[config.mk]
export PLATFORM = sky130hd
export DESIGN_NAME = spi_frame_controller
export DESIGN_NICKNAME = d
export VERILOG_FILES = /design/src/rtl/spi_frame_controller.sv
export SDC_FILE = /design/constraint.sdc
export NUM_CORES = 1
export LEC_CHECK = 0
export ABC_AREA = 1
export CORE_ASPECT_RATIO = 0.9
export CORE_UTILIZATION = 23
export DETAILED_ROUTE_END_ITERATION = 16
export MAX_ROUTING_LAYER = met4
export SKIP_LAST_GASP = 1
export SLEW_MARGIN = 20
export SYNTH_ARGS = -nofsm -noshare
export SYNTH_HDL_FRONTEND = slang
export SYNTH_SLANG_ARGS = --single-unit
[constraint.sdc]
create_clock -name clk -period 1.6 [get_ports clk]
set_input_delay 0.48 -clock clk [delete_from_list [all_inputs] [get_ports clk]]
set_output_delay 0.48 -clock clk [all_outputs]
set_load 0.01 [all_outputs]
[src/rtl/spi_frame_controller.sv]
// SPI slave frame decoder: command byte + data byte, queued as a single-entry register write.
// Define SPI_READBACK_EN to add a register read path (rd_addr/rd_data/miso).
module spi_frame_controller #(
   parameter int unsigned ADDR_W = 4
) (
   input  logic              clk,
   input  logic              rst,
   input  logic              ssbar_synced_ne,
   input  logic              ssbar_synced_pe,
   input  logic              sck_synced,
   input  logic              mosi,
   output logic              wr_valid,
   input  logic              wr_ready,
   output logic [ADDR_W-1:0] wr_addr,
   output logic [7:0]        wr_data,
`ifdef SPI_READBACK_EN
   output logic [ADDR_W-1:0] rd_addr,
   input  logic [7:0]        rd_data,
   output logic              miso,
`endif
   output logic              frame_err
);

   typedef enum logic [1:0] {StIdle, StCmd, StData, StWaitEnd} state_e;

   state_e            state_q, state_d;
   logic [2:0]        cnt_q, cnt_d;
   logic [6:0]        sh_q, sh_d;
   logic              cmd_wr_q, cmd_wr_d;
   logic [ADDR_W-1:0] cmd_addr_q, cmd_addr_d;
   logic [7:0]        data_q, data_d;
   logic              ovr_q, ovr_d;
   logic              err_q, err_d;
   logic              wr_valid_q, wr_valid_d;
   logic [ADDR_W-1:0] wr_addr_q, wr_addr_d;
   logic [7:0]        wr_data_q, wr_data_d;
   logic [7:0]        byte_in;
`ifdef SPI_READBACK_EN
   logic [ADDR_W-1:0] rd_addr_q, rd_addr_d;
   logic              load_q, load_d;
   logic [7:0]        tx_q, tx_d;
`endif

   assign byte_in = {sh_q, mosi};

   always_comb begin
      state_d    = state_q;
      cnt_d      = cnt_q;
      sh_d       = sh_q;
      cmd_wr_d   = cmd_wr_q;
      cmd_addr_d = cmd_addr_q;
      data_d     = data_q;
      ovr_d      = ovr_q;
      err_d      = 1'b0;
      wr_valid_d = wr_valid_q;
      wr_addr_d  = wr_addr_q;
      wr_data_d  = wr_data_q;
`ifdef SPI_READBACK_EN
      rd_addr_d  = rd_addr_q;
      load_d     = 1'b0;
      tx_d       = tx_q;
      if (load_q && state_q == StData) tx_d = rd_data;
`endif
      if (wr_valid_q && wr_ready) wr_valid_d = 1'b0;

      // Select edges take priority over any coincident SCK pulse.
      if (ssbar_synced_ne) begin
         if (state_q != StIdle) err_d = 1'b1;
         state_d = StCmd;
         cnt_d   = 3'd0;
         ovr_d   = 1'b0;
`ifdef SPI_READBACK_EN
         tx_d    = 8'h00;
`endif
      end else if (ssbar_synced_pe) begin
         case (state_q)
            StCmd, StData: err_d = 1'b1;
            StWaitEnd: begin
               if (ovr_q) begin
                  err_d = 1'b1;
               end else if (cmd_wr_q) begin
                  // A still-pending write wins; the new frame is dropped.
                  if (wr_valid_q) begin
                     err_d = 1'b1;
                  end else begin
                     wr_valid_d = 1'b1;
                     wr_addr_d  = cmd_addr_q;
                     wr_data_d  = data_q;
                  end
               end else begin
`ifndef SPI_READBACK_EN
                  err_d = 1'b1;
`endif
               end
            end
            default: ;
         endcase
         state_d = StIdle;
         cnt_d   = 3'd0;
         ovr_d   = 1'b0;
`ifdef SPI_READBACK_EN
         tx_d    = 8'h00;
`endif
      end else if (sck_synced) begin
         case (state_q)
            StCmd: begin
               sh_d  = byte_in[6:0];
               cnt_d = cnt_q + 3'd1;
               if (cnt_q == 3'd7) begin
                  cmd_wr_d   = byte_in[7];
                  cmd_addr_d = byte_in[ADDR_W-1:0];
                  state_d    = StData;
                  cnt_d      = 3'd0;
`ifdef SPI_READBACK_EN
                  if (!byte_in[7]) begin
                     rd_addr_d = byte_in[ADDR_W-1:0];
                     load_d    = 1'b1;
                  end
`endif
               end
            end
            StData: begin
               sh_d  = byte_in[6:0];
               cnt_d = cnt_q + 3'd1;
`ifdef SPI_READBACK_EN
               tx_d  = {tx_q[6:0], 1'b0};
`endif
               if (cnt_q == 3'd7) begin
                  data_d  = byte_in;
                  state_d = StWaitEnd;
                  cnt_d   = 3'd0;
               end
            end
            StWaitEnd: ovr_d = 1'b1;
            default: ;
         endcase
      end
   end

   always_ff @(posedge clk) begin
      if (rst) begin
         state_q    <= StIdle;
         cnt_q      <= 3'd0;
         sh_q       <= 7'd0;
         cmd_wr_q   <= 1'b0;
         cmd_addr_q <= '0;
         data_q     <= 8'h00;
         ovr_q      <= 1'b0;
         err_q      <= 1'b0;
         wr_valid_q <= 1'b0;
         wr_addr_q  <= '0;
         wr_data_q  <= 8'h00;
`ifdef SPI_READBACK_EN
         rd_addr_q  <= '0;
         load_q     <= 1'b0;
         tx_q       <= 8'h00;
`endif
      end else begin
         state_q    <= state_d;
         cnt_q      <= cnt_d;
         sh_q       <= sh_d;
         cmd_wr_q   <= cmd_wr_d;
         cmd_addr_q <= cmd_addr_d;
         data_q     <= data_d;
         ovr_q      <= ovr_d;
         err_q      <= err_d;
         wr_valid_q <= wr_valid_d;
         wr_addr_q  <= wr_addr_d;
         wr_data_q  <= wr_data_d;
`ifdef SPI_READBACK_EN
         rd_addr_q  <= rd_addr_d;
         load_q     <= load_d;
         tx_q       <= tx_d;
`endif
      end
   end

   assign wr_valid  = wr_valid_q;
   assign wr_addr   = wr_addr_q;
   assign wr_data   = wr_data_q;
   assign frame_err = err_q;
`ifdef SPI_READBACK_EN
   assign rd_addr   = rd_addr_q;
   assign miso      = tx_q[7];
`endif

endmodule

Yosys cells after proc, flatten, opt, wreduce, memory -nomap -nowiden
Cells that the tools add are included.
Widths: inputs -> output; s select.
{"block": "totals", "ff_bits": 40, "wordCells": 61}
{"block": "op_classes", "addsub": 1, "n_eq_ne": 8, "mux": 21, "bitwise": 4, "reduce_logical": 15}
{"cell": "$mux 1", "count": 16}
{"cell": "$reduce_and 4->1", "count": 3}
{"cell": "$reduce_and 5->1", "count": 2}
{"cell": "$ne 4x4->1 const B", "count": 2}
{"cell": "$reduce_and 6->1", "count": 1}
{"cell": "$eq 2x2->1 const B", "count": 2}
{"cell": "$mux 2", "count": 2}
{"cell": "$ne 2x2->1 const B", "count": 2}
{"cell": "$not 1->1", "count": 4}
{"cell": "$pmux 2 s2", "count": 1}
{"cell": "$reduce_and 2->1", "count": 2}
{"cell": "$reduce_bool 2->1", "count": 2}
{"cell": "$reduce_bool 4->1", "count": 1}
{"cell": "$add 3x1->3 const B", "count": 1}
{"cell": "$eq 3x3->1 const B", "count": 1}
{"cell": "$mux 3", "count": 1}
{"cell": "$reduce_bool 3->1", "count": 1}
{"cell": "$reduce_or 3->1", "count": 1}
{"cell": "$eq 2x1->1 const B", "count": 1}
{"cell": "$pmux 1 s2", "count": 1}
{"cell": "$reduce_or 2->1", "count": 1}
{"cell": "$logic_and 1x1->1", "count": 1}

Longest topological paths before layout
{"block": "depth", "ltp_word": 8, "depth_mapped": 9, "ltp_nobuf": 9}

Worst setup path before layout
OpenSTA, ideal clock, no wires.
{"block": "synth_timing", "path_kind": "register to register", "startpoint": "register state_q[0]", "endpoint": "register state_q[0]", "setup_time_ns": 0.110, "arrival_time_ns": 1.208, "required_ns": 1.490, "path_slack_ns": 0.282, "path_stages_with_launch": 9, "period_less_slack_ns": 1.318, "cell_sequence": "dfxtp_1 inv_1 ha_1 nand2_1 inv_1 nand3_1 nand3_1 nand2_1 inv_1"}
{"block": "synth_between", "elab_chain_cells": 5, "word_cells_on_any_way": 10}
{"item": "start, declared", "line_no": "26", "source": "state_e state_q, state_d;"}
{"item": "start signal, assigned", "line_no": "142", "source": "state_q <= StIdle;"}
{"item": "start signal, assigned", "line_no": "159", "source": "state_q <= state_d;"}
{"item": "$eq 2x2->1 / $eq 2x1->1 (equally long branches)", "line_no": "105", "source": "case (state_q)"}
{"item": "$pmux 2 s2", "line_no": "105"}
{"item": "$mux 1", "line_no": "104", "source": "end else if (sck_synced) begin"}
{"item": "$mux 1", "line_no": "75", "source": "end else if (ssbar_synced_pe) begin"}
{"item": "$mux 1", "line_no": "67", "source": "if (ssbar_synced_ne) begin"}
Parallel ways exist; a longest one is shown, timed or not. The select of a mux whose other input is x is not followed.
A chain may end at the register's enable or synchronous reset.

Final worst setup path
{"block": "layout_timing", "startpoint": "register state_q[0]", "endpoint": "register sh_q[5]"}
{"block": "layout_between", "elab_chain_cells": 3, "word_cells_on_any_way": 4}
{"item": "$eq 2x2->1 / $eq 2x1->1 (equally long branches)", "line_no": "105"}
{"item": "$reduce_or 2->1 (no source line) (*)"}
{"item": "$reduce_and 4->1 (no source line) (*)"}
{"item": "end signal, assigned", "line_no": "144", "source": "sh_q <= 7'd0;"}
{"item": "end signal, assigned", "line_no": "161", "source": "sh_q <= sh_d;"}
{"item": "end, declared", "line_no": "28", "source": "logic [6:0] sh_q, sh_d;"}
Every way passes the cells marked *; elsewhere a longest branch is shown, timed or not.

==> metrics.md <==
| Metric | Value |
|---|---|
| Status | `finished clean` |
| CP Capture Type | `flop` |
| Internal Power | `1560 uW` |
| Multi-input gate area | `about 670 um2` |
| Root buf cell | `clkbuf_8` |
| Slew HR | `0.860` |
| Post-synth EDFFs | `0` |
| First-pass DRT Iterations | `4` |
| Die W | `around 90 um` |
| CTS max path bufs | `2` |
| Placed Area | `~0.0020 mm2` |
| RSZ-0062 raised after global routing | `false` |
| Synth top area cells | `dfxtp_1, nor2_1, o21ai_0` |
| Fmax | `slightly below 0.7 GHz` |
| GRT Overall Usage | `0.100` |
| Post-synthesis sequential area ratio | `0.499` |
| Multiplexer share of the synthesized area | `0` |
| DIE AREA | `about 0.0073 mm2` |
| Grt ovf | `0` |
| Simple-gate share of the synthesized area | `0.185` |
| Max VDD drop | `0.375 mV` |
| Synth Register Bits | `40` |
| Synth Area in Adders | `0.0546` |
| Power per standard cell area | `between 900 and 1000 mW/mm2` |
| Worst hold path class | `reg -> reg` |
| Final GP Congestion | `~0.86` |
| Syn Area/Cell | `7.76 um2` |
| Largest net degree at the start of global routing | `34` |
| Sw frac | `0.209` |
| DR iter-0 viols | `a little under 50` |
| First-pass GRT wire length | `around 5600 um` |
| Worst EP arrival | `1.63 ns` |
| Slew @ Worst Pin | `around 0.21 ns` |
| Yosys warnings | `0` |
| Final Cell Area | `roughly 0.0021 mm2` |
| FF-to-FF setup slack | `between 0.15 and 0.2 ns` |
| Port bufs | `20` |
| Gate Count Post-Synth | `around 210` |
| Final Non-Filler Cells | `~330` |
| Overall routed net length | `3090 um` |
| Worst R2R End | `sh_q[5]` |
| Hold_sp | `data_q[3]` |
| Hold path endpoint | `data_q[3]` |
| CTS tree | `yes` |
| Vias | `about 1.3k` |
| Clock power share | `0.438` |
| Power Total | `around 2000 uW` |
| Final Setup Violations | `0` |
| Min Clock Period, post-route | `approximately 1.4 ns` |
| Share of layout cells above drive strength 1 | `0.124` |
| Leak | `roughly 0.00093 uW` |
| DIE HEIGHT | `81.3 um` |
| Clock transition at path regs | `~0.08 ns` |
| WP data required | `~1.8 ns` |
| Mapped Area | `0.00161 mm2` |
| Sequential cell area | `about 800 um2` |
| # IOs | `21` |
| CTS sink count | `40` |
| Core outline area | `about 0.0067 mm2` |
| Net load switching power | `a little over 400 uW` |
| Setup_tns | `0 ns` |
| Unique masters post-synth | `20` |
| Final #Nets | `between 200 and 300` |
| Synth Area in XOR/XNOR | `0` |
| Hold path depth | `2` |
| Place WS | `-0.283 ns` |
| CTS buffer count | `5` |
| Worst setup margin | `~0.16 ns` |
| Top-count cell post-synth | `nor2_1` |
| Post-synth top area cell | `dfxtp_1` |
| Top-area cell type share of the netlist area | `0.499` |
| Tcrit/Tclk final | `0.901` |
| Compound-cell area share of the yosys netlist | `0.171` |
| Post-synth net total | `~220` |
| WL/cell | `between 9 and 10 um` |
| Sequential power share | `0.511` |
| Top cells by count, synth | `nor2_1, dfxtp_1, inv_1` |
| R2R cell count | `7` |
| Comb pwr share | `0.051` |
| Fill count | `between 700 and 800` |
| Largest family of logic cells by synthesized area | `simple AND/OR/NAND/NOR gates` |
| Final hold vios | `0` |
| Vias in the first global route | `around 1.3k` |
| Area growth syn-to-layout | `32.3%` |
| Ant. Diodes | `0` |
| Startpoint Class | `flop` |
| Synth Flop Type | `dfxtp_1` |
| H-tree level count | `2` |
| Skew-Pair Late Insertion Delay | `0.29 ns` |
| Max Fanout on Critical Path | `4` |
| Placed insts | `between 300 and 400` |
| # DRC | `0` |
| Reg-to-reg startpoint | `state_q[0]` |
| Row count | `28` |
| DR vias/cell | `~4.0` |
| Share of flip-flops with an asynchronous set or reset | `0` |
| Clock skew | `roughly 0.0045 ns` |
| Initial core utilization | `0.241` |
| Post-route ant nets | `0` |
| Max Cap Viol | `0` |
| DP HPWL | `about 2200 um` |
| Pins Over Slew Limit | `0` |
| Initial antenna violation count | `0` |
| Critical path class | `reg -> reg` |
## cell usage in the layout, fill, tap and decap left out, drive strengths merged
master | Yosys | layout
a21oi | 18 | 18
buf | 3 | 13
bufinv | 0 | 1
clkbuf | 3 | 6
clkdlybuf4s50 | 0 | 4
clkinv | 0 | 1
dfxtp | 40 | 40
dlygate4sd2 | 0 | 14
dlymetal6s2s | 0 | 2
ha | 7 | 7
inv | 30 | 30
nand2 | 13 | 13
nand3 | 5 | 5
nand3b | 1 | 1
nor2 | 49 | 49
nor3 | 1 | 1
o211a | 1 | 1
o21ai | 35 | 35
or2 | 1 | 1
## power groups by stage
stage / clock network (uW) / registers, uW / logic, uW
2_1_floorplan: 0 / 1030 / 50.4
3_3_place_gp: 0 / 1030 / 98.9
3_5_place_dp: 0 / 1030 / 99.4
4_1_cts: 893 / 1010 / 99.1
5_1_grt: 934 / 1010 / 114
6_report: 864 / 1010 / 99.8
## through the flow
stage | util | hold WS (ns)
after floorplan | - | 0.421
after global placement | 0.300 | 0.430
after detailed placement | 0.300 | 0.434
after CTS | 0.315 | 0.447
after global routing | 0.319 | 0.472
final | 0.319 | 0.445
## routing by layer
metal,part of all wire,wire length [um],GRT usage
met4,0.022,67,0.0532
met2,0.43,1340,0.154
met1,0.51,1570,0.118
met5,0,0,-
met3,0.039,120,0.0318
## flip-flops by register name, summed over array words and instances (netlist names)
signal	cells
wr_data	8
cmd_addr_q	4
sh_q	7
cmd_wr_q	1
data_q	8
wr_addr	4
ovr_q	1
cnt_q	3
wr_valid	1
frame_err	1
state_q	2
## worst max path at each step
stage | slack (ns) | startpoint | endpoint | cells past startpoint
4_1_cts | 0.03 | ssbar_synced_pe | wr_data[1] | 8
5_1_grt | 0.01 | state_q[0] | sh_q[4] | 7
3_5_place_dp | -0.28 | ssbar_synced_pe | wr_valid | 8
2_1_floorplan | 0.28 | state_q[0] | state_q[0] | 8
6_report | 0.16 | state_q[0] | sh_q[5] | 7
3_3_place_gp | -0.25 | ssbar_synced_pe | wr_data[4] | 8
## critical path, stage by stage, from the launching register on
cell,delay [ns]
dfxtp_1,0.36
inv_1,0.10
ha_1,0.33
nand2_1,0.15
nor2_4,0.07
buf_4,0.13
o21ai_0,0.14
nor2_1,0.06
## timing repair
| item | 4_1_cts | 5_1_grt |
|---|---|---|
| gates resized for setup | 14 | 12 |
| setup endpoints to repair | 14 | 25 |
| endpoints found under the hold margin | 0 | 0 |
| pin swaps | 0 | 1 |
| hold buffers | 0 | 0 |
| buffers inserted | 0 | 0 |
## kinds of logic after synthesis
logic type / count (synthesis)
buffers and inverters: 36
and+or+nand+nor: 70
adders and majority gates: 7
AOI/OAI and AO/OA: 54
DFF: 40
## area by class of cell
type,count,share of cell area
clock buffers,6,0.0389
clock inverters,2,0.0183
inverters,30,0.0565
multi-input cells,131,0.316
flip-flops and latches,40,0.377
well taps,90,0.0530
repair buffers,33,0.140
Note: power is estimated with default switching activity, not from simulation.
